$ cat src/rtl/mul_div_if.sv
// mul_div_if: request/result bundle between the issue logic and the multiply/divide unit.
interface mul_div_if #(parameter int WIDTH = 16);
  logic             start;
  logic             op;
  logic [WIDTH-1:0] operand_a;
  logic [WIDTH-1:0] operand_b;
  logic             busy;
  logic             done;
  logic [WIDTH-1:0] result_lo;
  logic [WIDTH-1:0] result_hi;
  logic             div_by_zero;
  modport master (output start, op, operand_a, operand_b,
                  input  busy, done, result_lo, result_hi, div_by_zero);
  modport slave  (input  start, op, operand_a, operand_b,
                  output busy, done, result_lo, result_hi, div_by_zero);
endinterface

$ cat src/rtl/mul_div_unit.sv
// mul_div_unit: iterative unsigned shift-add multiply / restoring divide, one bit per clock.
module mul_div_unit #(parameter int WIDTH = 16) (
  input logic     clk,
  input logic     rst,
  mul_div_if.slave bus
);
  localparam int CW = $clog2(WIDTH + 1);
  typedef enum logic [1:0] {IDLE, RUN, DONE} state_t;
  state_t             state, state_n;
  logic [CW-1:0]      cnt;
  logic               op_q, busy_q, done_q, dz_q;
  logic [WIDTH-1:0]   a_q, b_q, lo_q, hi_q;
  logic [2*WIDTH-1:0] acc, acc_n, mul_n, div_n;
  logic [WIDTH:0]     add_sum, rem_s;
  logic [WIDTH-1:0]   rem_d;
  logic               rem_ge, accept, last, dz;
  assign accept = bus.start && state != RUN;
  assign last   = state == RUN && cnt == CW'(1);
  assign dz     = op_q && b_q == '0;
  always_comb begin
    state_n = accept ? RUN : last ? DONE : state == DONE ? IDLE : state;
  end
  always_ff @(posedge clk) begin
    if (rst) begin
      state  <= IDLE;
      busy_q <= 1'b0;
      done_q <= 1'b0;
    end else begin
      state  <= state_n;
      busy_q <= state_n == RUN;
      done_q <= state_n == DONE;
    end
  end
  // Multiply keeps the carry of the upper-half add in add_sum[WIDTH] before shifting right.
  always_comb begin
    add_sum = {1'b0, acc[2*WIDTH-1:WIDTH]} + (acc[0] ? {1'b0, a_q} : '0);
    mul_n   = {add_sum, acc[WIDTH-1:1]};
    rem_s   = acc[2*WIDTH-1:WIDTH-1];
    rem_ge  = rem_s >= {1'b0, b_q};
    rem_d   = rem_s[WIDTH-1:0] - b_q;
    div_n   = {rem_ge ? rem_d : rem_s[WIDTH-1:0], acc[WIDTH-2:0], rem_ge};
    acc_n   = op_q ? div_n : mul_n;
  end
  always_ff @(posedge clk) begin
    if (rst) begin
      cnt  <= '0;
      op_q <= 1'b0;
      a_q  <= '0;
      b_q  <= '0;
      acc  <= '0;
      lo_q <= '0;
      hi_q <= '0;
      dz_q <= 1'b0;
    end else if (accept) begin
      cnt  <= CW'(WIDTH);
      op_q <= bus.op;
      a_q  <= bus.operand_a;
      b_q  <= bus.operand_b;
      acc  <= {{WIDTH{1'b0}}, bus.op ? bus.operand_a : bus.operand_b};
    end else if (state == RUN) begin
      cnt <= cnt - CW'(1);
      acc <= acc_n;
      if (last) begin
        lo_q <= dz ? '1 : acc_n[WIDTH-1:0];
        hi_q <= dz ? a_q : acc_n[2*WIDTH-1:WIDTH];
        dz_q <= dz;
      end
    end
  end
  assign bus.busy        = busy_q;
  assign bus.done        = done_q;
  assign bus.result_lo   = lo_q;
  assign bus.result_hi   = hi_q;
  assign bus.div_by_zero = dz_q;
endmodule

$ cat src/flat_wrapper.sv
// flat-port wrapper written by rule: the top's interface ports become plain ports
module mul_div_unit_flat 
#(parameter int WIDTH = 16)
  (clk, rst, bus_start, bus_op, bus_operand_a, bus_operand_b, bus_busy, bus_done, bus_result_lo, bus_result_hi, bus_div_by_zero);
  mul_div_if #(.WIDTH(WIDTH)) bus_i ();
  input logic clk;
  input logic rst;
  input wire logic [$bits(bus_i.start)-1:0] bus_start;
  input wire logic [$bits(bus_i.op)-1:0] bus_op;
  input wire logic [$bits(bus_i.operand_a)-1:0] bus_operand_a;
  input wire logic [$bits(bus_i.operand_b)-1:0] bus_operand_b;
  output wire logic [$bits(bus_i.busy)-1:0] bus_busy;
  output wire logic [$bits(bus_i.done)-1:0] bus_done;
  output wire logic [$bits(bus_i.result_lo)-1:0] bus_result_lo;
  output wire logic [$bits(bus_i.result_hi)-1:0] bus_result_hi;
  output wire logic [$bits(bus_i.div_by_zero)-1:0] bus_div_by_zero;
  assign bus_i.start = bus_start;
  assign bus_i.op = bus_op;
  assign bus_i.operand_a = bus_operand_a;
  assign bus_i.operand_b = bus_operand_b;
  assign bus_busy = bus_i.busy;
  assign bus_done = bus_i.done;
  assign bus_result_lo = bus_i.result_lo;
  assign bus_result_hi = bus_i.result_hi;
  assign bus_div_by_zero = bus_i.div_by_zero;
  mul_div_unit #(.WIDTH(WIDTH)) u_core (.clk(clk), .rst(rst), .bus(bus_i));
endmodule
$ cat config.mk
export PLATFORM = sky130hd
export DESIGN_NAME = mul_div_unit_flat
export DESIGN_NICKNAME = d
export VERILOG_FILES = /design/src/rtl/mul_div_if.sv /design/src/rtl/mul_div_unit.sv /design/src/flat_wrapper.sv
export SDC_FILE = /design/constraint.sdc
export NUM_CORES = 1
export LEC_CHECK = 0
export CAP_MARGIN = 25
export CORE_ASPECT_RATIO = 2
export CORE_MARGIN = 2
export CORE_UTILIZATION = 61
export DETAILED_ROUTE_END_ITERATION = 8
export GPL_ROUTABILITY_DRIVEN = 0
export PLACE_DENSITY_LB_ADDON = 0.25
export SYNTH_ARGS = -nofsm -noshare
export SYNTH_HDL_FRONTEND = slang
export SYNTH_SLANG_ARGS = --single-unit
$ cat constraint.sdc
create_clock -name clk -period 4.8 [get_ports clk]
set_input_delay 0.96 -clock clk [delete_from_list [all_inputs] [get_ports clk]]
set_output_delay 0.96 -clock clk [all_outputs]
set_load 0.02 [all_outputs]
==> impl_results.md, run 1 <==
* Status: finished clean
* Req. time, crit path at 5000 ps
* Via density at 6.50
* Initial antenna violation count at 0
* CP Capture Type: flip-flop
* Synth area leader: dfxtp_1
* Initial Utilization at 62.9%
* Ys flop type: dfxtp_1
* Final setup vio count at 0
* Flip-flop and latch area at 2140 um^2
* Worst Path Arrival at 3830 ps
* # DRC at 0
* Ant diodes at 0
* Clk slew on worst S/H paths at 80 ps
* 1st-pass router iterations at 5
* Syn_nets at 900
* PD cells at 306 nW/um^2
* Yosys reg bits at 107
* Hold Crit Class: reg2reg
* Slew Limit Headroom at 27.6%
* First-pass GRT wire length at 32900 um
* Post-synth EDFFs at 0
* Leakage at 2.95 nW
* # rows at 52
* Pre-CTS setup slack at 1440 ps
* GR peak layer: met2
* H-tree depth at 3
* Vias at 6551
* Antenna Nets Post-Route at 0
* Least-Margin Pin Slew at 1080 ps
* CTS tree: yes
* Tot Pwr at 2.28 mW
* Global-route met2 utilization at 65.3%
* Post-Route Skew at 8.81 ps
* Share of layout cells above drive strength 1 at 7.56%
* Largest net degree at the start of global routing at 65
* Post-synth cell types at 61
* Met1 usage at 38.6%
* Vias in the first global route at 6366
* Total core area at 10100 um^2
* Nets at 940
* PortBufs at 70
* Die Area at 11300 um^2
* Sink Count at 107
* Setup_tns at 0 ps
* Cell Area, Synth at 6380 um^2
* Final hold violations at 0
* Met3 usage at 5.89%
* Post-Syn Area per Cell at 7.71 um^2
* Resized cells post-CTS at 0
* Worst-path maximum fanout at 18
* Setup CP Type: reg2reg
* DP Wirelength at 15300 um
* Area occupied by multi-input gates at 3950 um^2
* Clock Path Buffers at 2
* Ports at 71
* Top cell type's share of synthesized area at 33.6%
* Total CTS buffers at 9
* Peak VDD IR at 0.217 mV
* DIE WIDTH at 76.3 um
* Routed wire length at 21000 um
* Post-route minimum period at 3620 ps
* Cts hold-fix bufs at 0
* Max-cap violations at 0
* Number of synthesis warnings at 0
* Syn Inst Count at 828
* Area Growth Syn to Fin at 16.8%
* Largest cells by area after synthesis: dfxtp_1 34%, a21oi_1 7.3%, ha_1 6.7%
* Async SR Flop Fraction at 0%
* Initial DRC Count at 599
* Setup Buffers After CTS at 0
* Maximum achievable frequency at 276 MHz
* Congestion Overflow GR at 0
* Total GRT Usage at 37.2%
* Clk_lat worst skew at 360 ps
* Fillers at 796
* Tcrit/Tclk final at 75.5%
* DR WL/cell at 20.8 um
* Final Max Slew Viols at 0
* Unrepaired setup endpoints after global routing: no
* Worst setup SP type: flip-flop
* Worst setup margin at 1180 ps
* Height of the die at 149 um
* Sequential area share after synthesis at 33.6%
* Root Buffer: clkbuf_16
-- layout make-up --
type | instances | share of cell area [%]
tap | 135 | 2.27
clock inverter | 6 | 0.739
clock buffer | 10 | 3.21
multi-input combinational | 644 | 53.0
timing repair buffer | 82 | 10.8
inverter | 24 | 1.21
sequential | 107 | 28.8
-- sequential cells by signal, summed over array words and instances, names as in the netlist --
name	flops
u_core.a_q	16
u_core.acc	32
u_core.b_q	16
u_core.bus.busy	1
u_core.bus.div_by_zero	1
u_core.bus.done	1
u_core.bus.result_hi	16
u_core.bus.result_lo	16
u_core.cnt	5
u_core.op_q	1
u_core.state	2
-- worst max-delay path, cell delays in order (launching register included) --
cell and delay (ps):
dfxtp_1 500, and2_1 240, ha_1 220, fa_1 440, a211oi_1 360, o21ai_0 210
a21oi_1 350, o21ai_0 210, a211oi_1 280, nor3_1 90, a311oi_1 420, o221ai_1 150
-- routing by layer --
| layer | part of all wire (%) | vias to the layer above |
|---|---|---|
| met3 | 6.6 | 137 |
| met2 | 50 | 374 |
| met4 | 9.1 | 0 |
| met5 | 0 | - |
| li1 | - | 3017 |
| met1 | 34 | 3023 |
-- cell usage in the layout (no fill, tap or decap), types with 6 or more instances in the layout --
cell type        Yosys  final
buf_4                1     11
and2_1              19     19
nand2_1            109    109
mux2i_1             20     20
nor3_1              32     31
inv_1               24     24
a21o_1              10     10
o21ai_0             64     64
a31oi_1             10     10
a21oi_1             93     93
a211oi_1            28     28
mux2_2              16     16
xnor2_1             15     15
nand3_1             15     15
xor2_1               9      9
o211ai_1            12     12
nor2_1              84     84
clkbuf_16            0      9
ha_1                34     34
clkdlybuf4s50_1      0     69
dfxtp_1            107    106
nor4_1               6      6
-- kinds of logic (layout without fill, tap and decap cells) --
| family | Yosys count | in the layout | share of synthesized area [%] |
|---|---|---|---|
| buf+inv | 77 | 122 | 4.71 |
| simple gates | 302 | 302 | 21.6 |
| compound gates | 246 | 246 | 23.5 |
| flops | 107 | 107 | 33.6 |
| fa+ha+maj | 36 | 36 | 7.30 |
| xor+xnor | 24 | 24 | 3.29 |
| mux | 36 | 36 | 5.96 |
-- final timing paths --
path	from	endpoint	slack, ps	cells past startpoint
hold / removal	u_core.bus.result_hi[7]	u_core.bus.result_hi[7]	460	2
hold reg to reg	u_core.bus.result_hi[7]	u_core.bus.result_hi[7]	460	2
setup reg to reg	u_core.acc[0]	u_core.bus.result_hi[15]	1180	11
setup / recovery	u_core.acc[0]	u_core.bus.result_hi[15]	1180	11
-- synthesized netlist by cell type, types with 16 or more instances --
master	instances
ha_1	34
a211oi_1	28
nor2_1	84
a21oi_1	93
and2_1	19
mux2_2	16
dfxtp_1	107
o21ai_0	64
mux2i_1	20
nand2_1	109
nor3_1	32
clkbuf_1	48
inv_1	24
-- stage by stage --
stage                     utilization [%]  std cells  area [um^2]  hold WS (ps)
final                                73.4       1008         7450           464
after global routing                 73.4       1008         7450           483
after CTS                            73.4       1008         7450           467
after detailed placement             70.5        992         7160           452
after global placement               70.3        991         7130           440
after floorplan                         -        828         6380           436
-- power by group --
group	switching (mW)	total [mW]	internal [mW]
registers	0.0500	0.982	0.932
clock network	0.358	0.735	0.376
logic	0.340	0.565	0.225
No activity file was read; power rests on OpenSTA's default activity.
==> run 2: changes to the inputs <==
Settings changed: CORE_UTILIZATION 61 to 52.
Clock period 4.8 ns to 3.2 ns, I/O delays scaled along.
==> run 2 against run 1 <==
Clock power increased by 58%; fmax rose by 20%; via count shrank 0.27%; core utilization is 11 points lower; sequential share of layout area decreased by 0.43 points; sequential power grew 49%; wire length is 0.79% lower; flip-flop and latch count unchanged; total power up 54%; clock skew up 5.4 ps; final cell count is 2.1% higher; hold slack got worse by 3.6 ps; highest routed layer unchanged.
==> impl_results.md, run 2 (synthesis gave the netlist of run 1 again) <==
* Status: finished clean
* Largest net degree at the start of global routing at 65
* Fin util at 62.8%
* Initial DRC Count at 551
* Worst-path maximum fanout at 10
* Final setup vio count at 0
* Clk_lat worst skew at 360 ps
* Setup Buffers After CTS at 0
* Root Buffer: clkbuf_16
* Maximum achievable frequency at 330 MHz
* Area Growth Syn to Fin at 18.6%
* Total core area at 12100 um^2
* Routed wire length at 20800 um
* DP Wirelength at 15700 um
* Vias in the first global route at 6503
* # rows at 57
* DIE WIDTH at 82.3 um
* Setup CP Type: reg2reg
* Share of layout cells above drive strength 1 at 9.18%
* Power share of the clock group at 33.0%
* Worst Path Arrival at 3230 ps
* Total CTS buffers at 9
* H-tree depth at 3
* PD cells at 463 nW/um^2
* Ports at 71
* Antenna Nets Post-Route at 0
* Ant diodes at 0
* Clock Path Buffers at 2
* Cts hold-fix bufs at 0
* Switching Power at 1.18 mW
* Worst setup SP type: flip-flop
* Clk slew on worst S/H paths at 80 ps
* Switching share of power at 33.7%
* Height of the die at 161 um
* Via density at 6.35
* Initial Utilization at 52.9%
* Most common cell after layout, fill and taps aside: nand2_1
* Largest register FFs at 32
* Register share of total power at 41.7%
* CP Capture Type: flip-flop
* Setup_tns at 0 ps
* Die Area at 13200 um^2
* PortBufs at 70
* Highest-count cells in the layout ignoring fill and taps: 109 x nand2_1, 106 x dfxtp_1, 92 x a21oi_1, 84 x nor2_1, 69 x clkdlybuf4s50_1
* Int Power at 2.32 mW
* Hold Crit Class: reg2reg
* Top reg by flops: u_core.acc
* Total GRT Usage at 32.6%
* Post-route minimum period at 3030 ps
* Initial antenna violation count at 0
* # DRC at 0
* Tot Pwr at 3.51 mW
* Nets at 949
* Req. time, crit path at 3410 ps
* CTS tree: yes
* Sink Count at 107
* Least-Margin Pin Slew at 929 ps
* Gate power share at 25.4%
* Post-Route Skew at 14.2 ps
* Max-cap violations at 0
* Leakage at 3.01 nW
* DR WL/cell at 20.2 um
* Fillers at 1088
* Slew Limit Headroom at 37.9%
* 1st-pass router iterations at 7
* Peak VDD IR at 0.340 mV
* Final hold violations at 0
* First-pass GRT wire length at 32700 um
* Tcrit/Tclk final at 94.6%
* Vias at 6533
* Congestion Overflow GR at 0
* Final Max Slew Viols at 0
-- run 2: cell count changes in the layout (fill, tap and decap cells not counted), moves of 2 or more --
| cell | change |
|---|---|
| buf_4 | +9 |
| a311oi_1 | -2 |
| a311oi_2 | +2 |
| clkinv_8 | +2 |
| clkinvlp_4 | -2 |
| o21ai_0 | -2 |
| o21ai_1 | +2 |
-- run 2: layout make-up --
type                    count  area (um^2)  share of cell area, %
multi-input cells         644         3980                   52.6
flip-flops and latches    107         2140                   28.3
repair buffers             91          866                   11.4
clock buffers               9          225                   2.98
well taps                 147          184                   2.43
clock inverters             7         77.6                   1.03
inverters                  24         90.1                   1.19
-- run 2: critical path, cell delays in order (launching register included) --
cell,delay [ps]
dfxtp_1,370
inv_1,60
ha_1,360
a21o_1,200
a211o_2,380
a211oi_1,270
and3_4,280
or2_4,210
o21ai_0,100
a21oi_1,430
o221ai_1,200
-- run 2: stage by stage --
| step | instances | setup slack, ps | hold WS (ps) | cell area, um^2 |
|---|---|---|---|---|
| detailed placement | 1013 | 40.3 | 452 | 7230 |
| global placement | 1013 | 85.8 | 441 | 7230 |
| finish | 1029 | 174 | 460 | 7570 |
| CTS | 1029 | 1.25 | 464 | 7540 |
| global route | 1029 | -15.2 | 489 | 7570 |
| floorplan | 828 | 396 | 436 | 6380 |
-- run 2: what timing repair did --
item | 4_1_cts | 5_1_grt
endpoints found under the setup margin | 0 | 11
gates resized for setup | 0 | 9
endpoints found under the hold margin | 0 | 0
-- run 2: final timing paths --
kind | from | to | slack [ps] | cells past startpoint
setup / recovery | u_core.b_q[14] | u_core.bus.result_hi[5] | 170 | 10
hold / removal | u_core.bus.div_by_zero | u_core.bus.div_by_zero | 460 | 2
setup reg to reg | u_core.b_q[14] | u_core.bus.result_hi[5] | 170 | 10
hold reg to reg | u_core.bus.div_by_zero | u_core.bus.div_by_zero | 460 | 2
-- run 2: power by group through the flow --
stage	Combinational (mW)	Clock (mW)	Sequential, mW
floorplan	0.593	0	1.48
global placement	0.826	0	1.48
detailed placement	0.853	0	1.49
CTS	0.859	1.16	1.46
global route	0.963	1.20	1.47
finish	0.889	1.16	1.46
-- run 2: metal layers --
| metal | GRT usage, % | vias up | routed length [um] |
|---|---|---|---|
| met5 | 0 | - | 0 |
| met4 | 22.0 | 0 | 1720 |
| met3 | 4.38 | 114 | 1080 |
| met2 | 56.4 | 324 | 10600 |
| met1 | 35.2 | 3070 | 7420 |
| li1 | - | 3025 | - |
==> run 3: changes to the inputs <==
Settings changed: PLACE_DENSITY from default to 0.78, PLACE_DENSITY_LB_ADDON 0.25 to default.
==> run 3 against run 2 <==
Register-to-register slack got worse by 20 ps; global-route usage decreased by 0.33 points; die area unchanged; core utilization about the same; first-iteration DRC count decreased by 10%; hold slack improved by 1.8 ps; total power decreased by 2.2%; flip-flop and latch count unchanged; clock power decreased by 6%; via count decreased by 1.9%; largest cell class unchanged.
==> impl_results.md, run 3 (synthesis gave the netlist of run 1 again) <==
* Status: finished clean
* Worst R2R End: u_core.bus.result_hi[10]
* Final hold violations at 0
* Die Area at 13200 um^2
* Worst setup SP type: flip-flop
* Hold Crit Class: reg2reg
* Max-cap violations at 0
* Unrepaired setup endpoints after global routing: yes
* Hold EP: u_core.b_q[3]
* Height of the die at 161 um
* Worst-path maximum fanout at 14
* Congestion Overflow GR at 0
* Clk_lat worst skew at 360 ps
* First-pass GRT wire length at 32300 um
* Final Max Slew Viols at 0
* Largest net degree at the start of global routing at 65
* Routed wire length at 20600 um
* Total core area at 12100 um^2
* Cts hold-fix bufs at 0
* Initial antenna violation count at 0
* # DRC at 0
* Leakage at 3.02 nW
* Clock Path Buffers at 2
* Root Buffer: clkbuf_16
* CTS tree: yes
* Setup slack, reg-to-reg at 160 ps
* Vias at 6407
* Design Area, Final at 7570 um^2
* Tcrit/Tclk final at 95.1%
* Initial DRC Count at 494
* DR WL/cell at 19.9 um
* Area Growth Syn to Fin at 18.7%
* Most common cell after layout, fill and taps aside: nand2_1
* Vias in the first global route at 6388
* Antenna Nets Post-Route at 0
* 1st-pass router iterations at 5
* Top reg by flops: u_core.acc
* PD cells at 453 nW/um^2
* Hold path depth at 2
* PortBufs at 70
* Post-Route Skew at 14.2 ps
* Tot Pwr at 3.43 mW
* Post-route minimum period at 3040 ps
* DIE WIDTH at 82.3 um
* Sink Count at 107
* Highest-count cells in the layout ignoring fill and taps: 109 x nand2_1, 106 x dfxtp_1, 92 x a21oi_1, 84 x nor2_1, 69 x clkdlybuf4s50_1
* Worst R2R Path Depth at 12
* Nets at 955
* DP Wirelength at 15400 um
* Hold_sp: u_core.b_q[3]
* Via density at 6.20
* Slew Limit Headroom at 27.9%
* Total GRT Usage at 32.3%
* Peak VDD IR at 0.337 mV
* Final setup vio count at 0
* Post-placement cell area at 7280 um^2
* Setup Buffers After CTS at 0
* CP Capture Type: flip-flop
* Maximum achievable frequency at 329 MHz
* Worst Path Arrival at 3340 ps
* Ant diodes at 0
* Reg2Reg Launch Point: u_core.acc[0]
* H-tree depth at 3
* Share of layout cells above drive strength 1 at 9.36%
* Largest register FFs at 32
* Resized cells post-CTS at 1
* Initial Utilization at 52.9%
* Clk slew on worst S/H paths at 80 ps
* Req. time, crit path at 3490 ps
* Setup CP Type: reg2reg
* # rows at 57
* Least-Margin Pin Slew at 1080 ps
* Total CTS buffers at 9
* Ports at 71
## run 3: layout make-up
| class | count | area [um^2] |
|---|---|---|
| flip-flops and latches | 107 | 2140 |
| clock buffers | 9 | 225 |
| clock inverters | 6 | 50.0 |
| inverters | 24 | 90.1 |
| well taps | 147 | 184 |
| fillers | 1043 | 4480 |
| repair buffers | 97 | 911 |
| multi-input cells | 644 | 3970 |
## run 3: critical path, stage by stage (launching register included)
cell and delay, ps:
dfxtp_1 340, buf_4 190, and2_1 150, ha_1 340
a21oi_1 310, o21ai_0 150, o21ai_0 100, buf_4 150
o21ai_0 200, and3b_2 310, a311oi_2 290, o211ai_1 230
a21oi_1 220
## run 3: report_power, final
| part | total [mW] | internal (mW) | switching (mW) |
|---|---|---|---|
| logic | 0.877 | 0.367 | 0.510 |
| clock network | 1.09 | 0.535 | 0.554 |
| registers | 1.47 | 1.40 | 0.0677 |
## run 3: worst max-delay path by stage
stage                              from                       end  slack [ps]  cells after the start
final                     u_core.acc[0]  u_core.bus.result_hi[10]         160                     12
after global routing      u_core.acc[0]  u_core.bus.result_hi[15]         -30                     11
after CTS                 u_core.acc[0]  u_core.bus.result_hi[15]          70                     11
after detailed placement  u_core.acc[0]  u_core.bus.result_hi[15]          10                     11
after global placement    u_core.acc[0]  u_core.bus.result_hi[15]         120                     11
after floorplan           u_core.acc[0]  u_core.bus.result_hi[15]         400                     12
## run 3: per-stage QoR
step | hold WS, ps | setup WS (ps) | cells | util (%) | TNS, ps
finish | 462 | 156 | 1034 | 62.8 | 0
global route | 488 | -32.5 | 1034 | 62.8 | -32.5
CTS | 457 | 73.3 | 1034 | 62.7 | 0
detailed placement | 448 | 9.54 | 1019 | 60.4 | 0
global placement | 444 | 115 | 1019 | 60.4 | 0
floorplan | 436 | 396 | 828 | - | 0
## run 3: layer usage
metal / up-vias / routed length [um] / track usage [%]
met5: - / 0 / 0
met4: 0 / 1940 / 25.8
met3: 100 / 938 / 3.93
met2: 284 / 10300 / 54.7
met1: 2976 / 7350 / 34.3
li1: 3047 / - / -
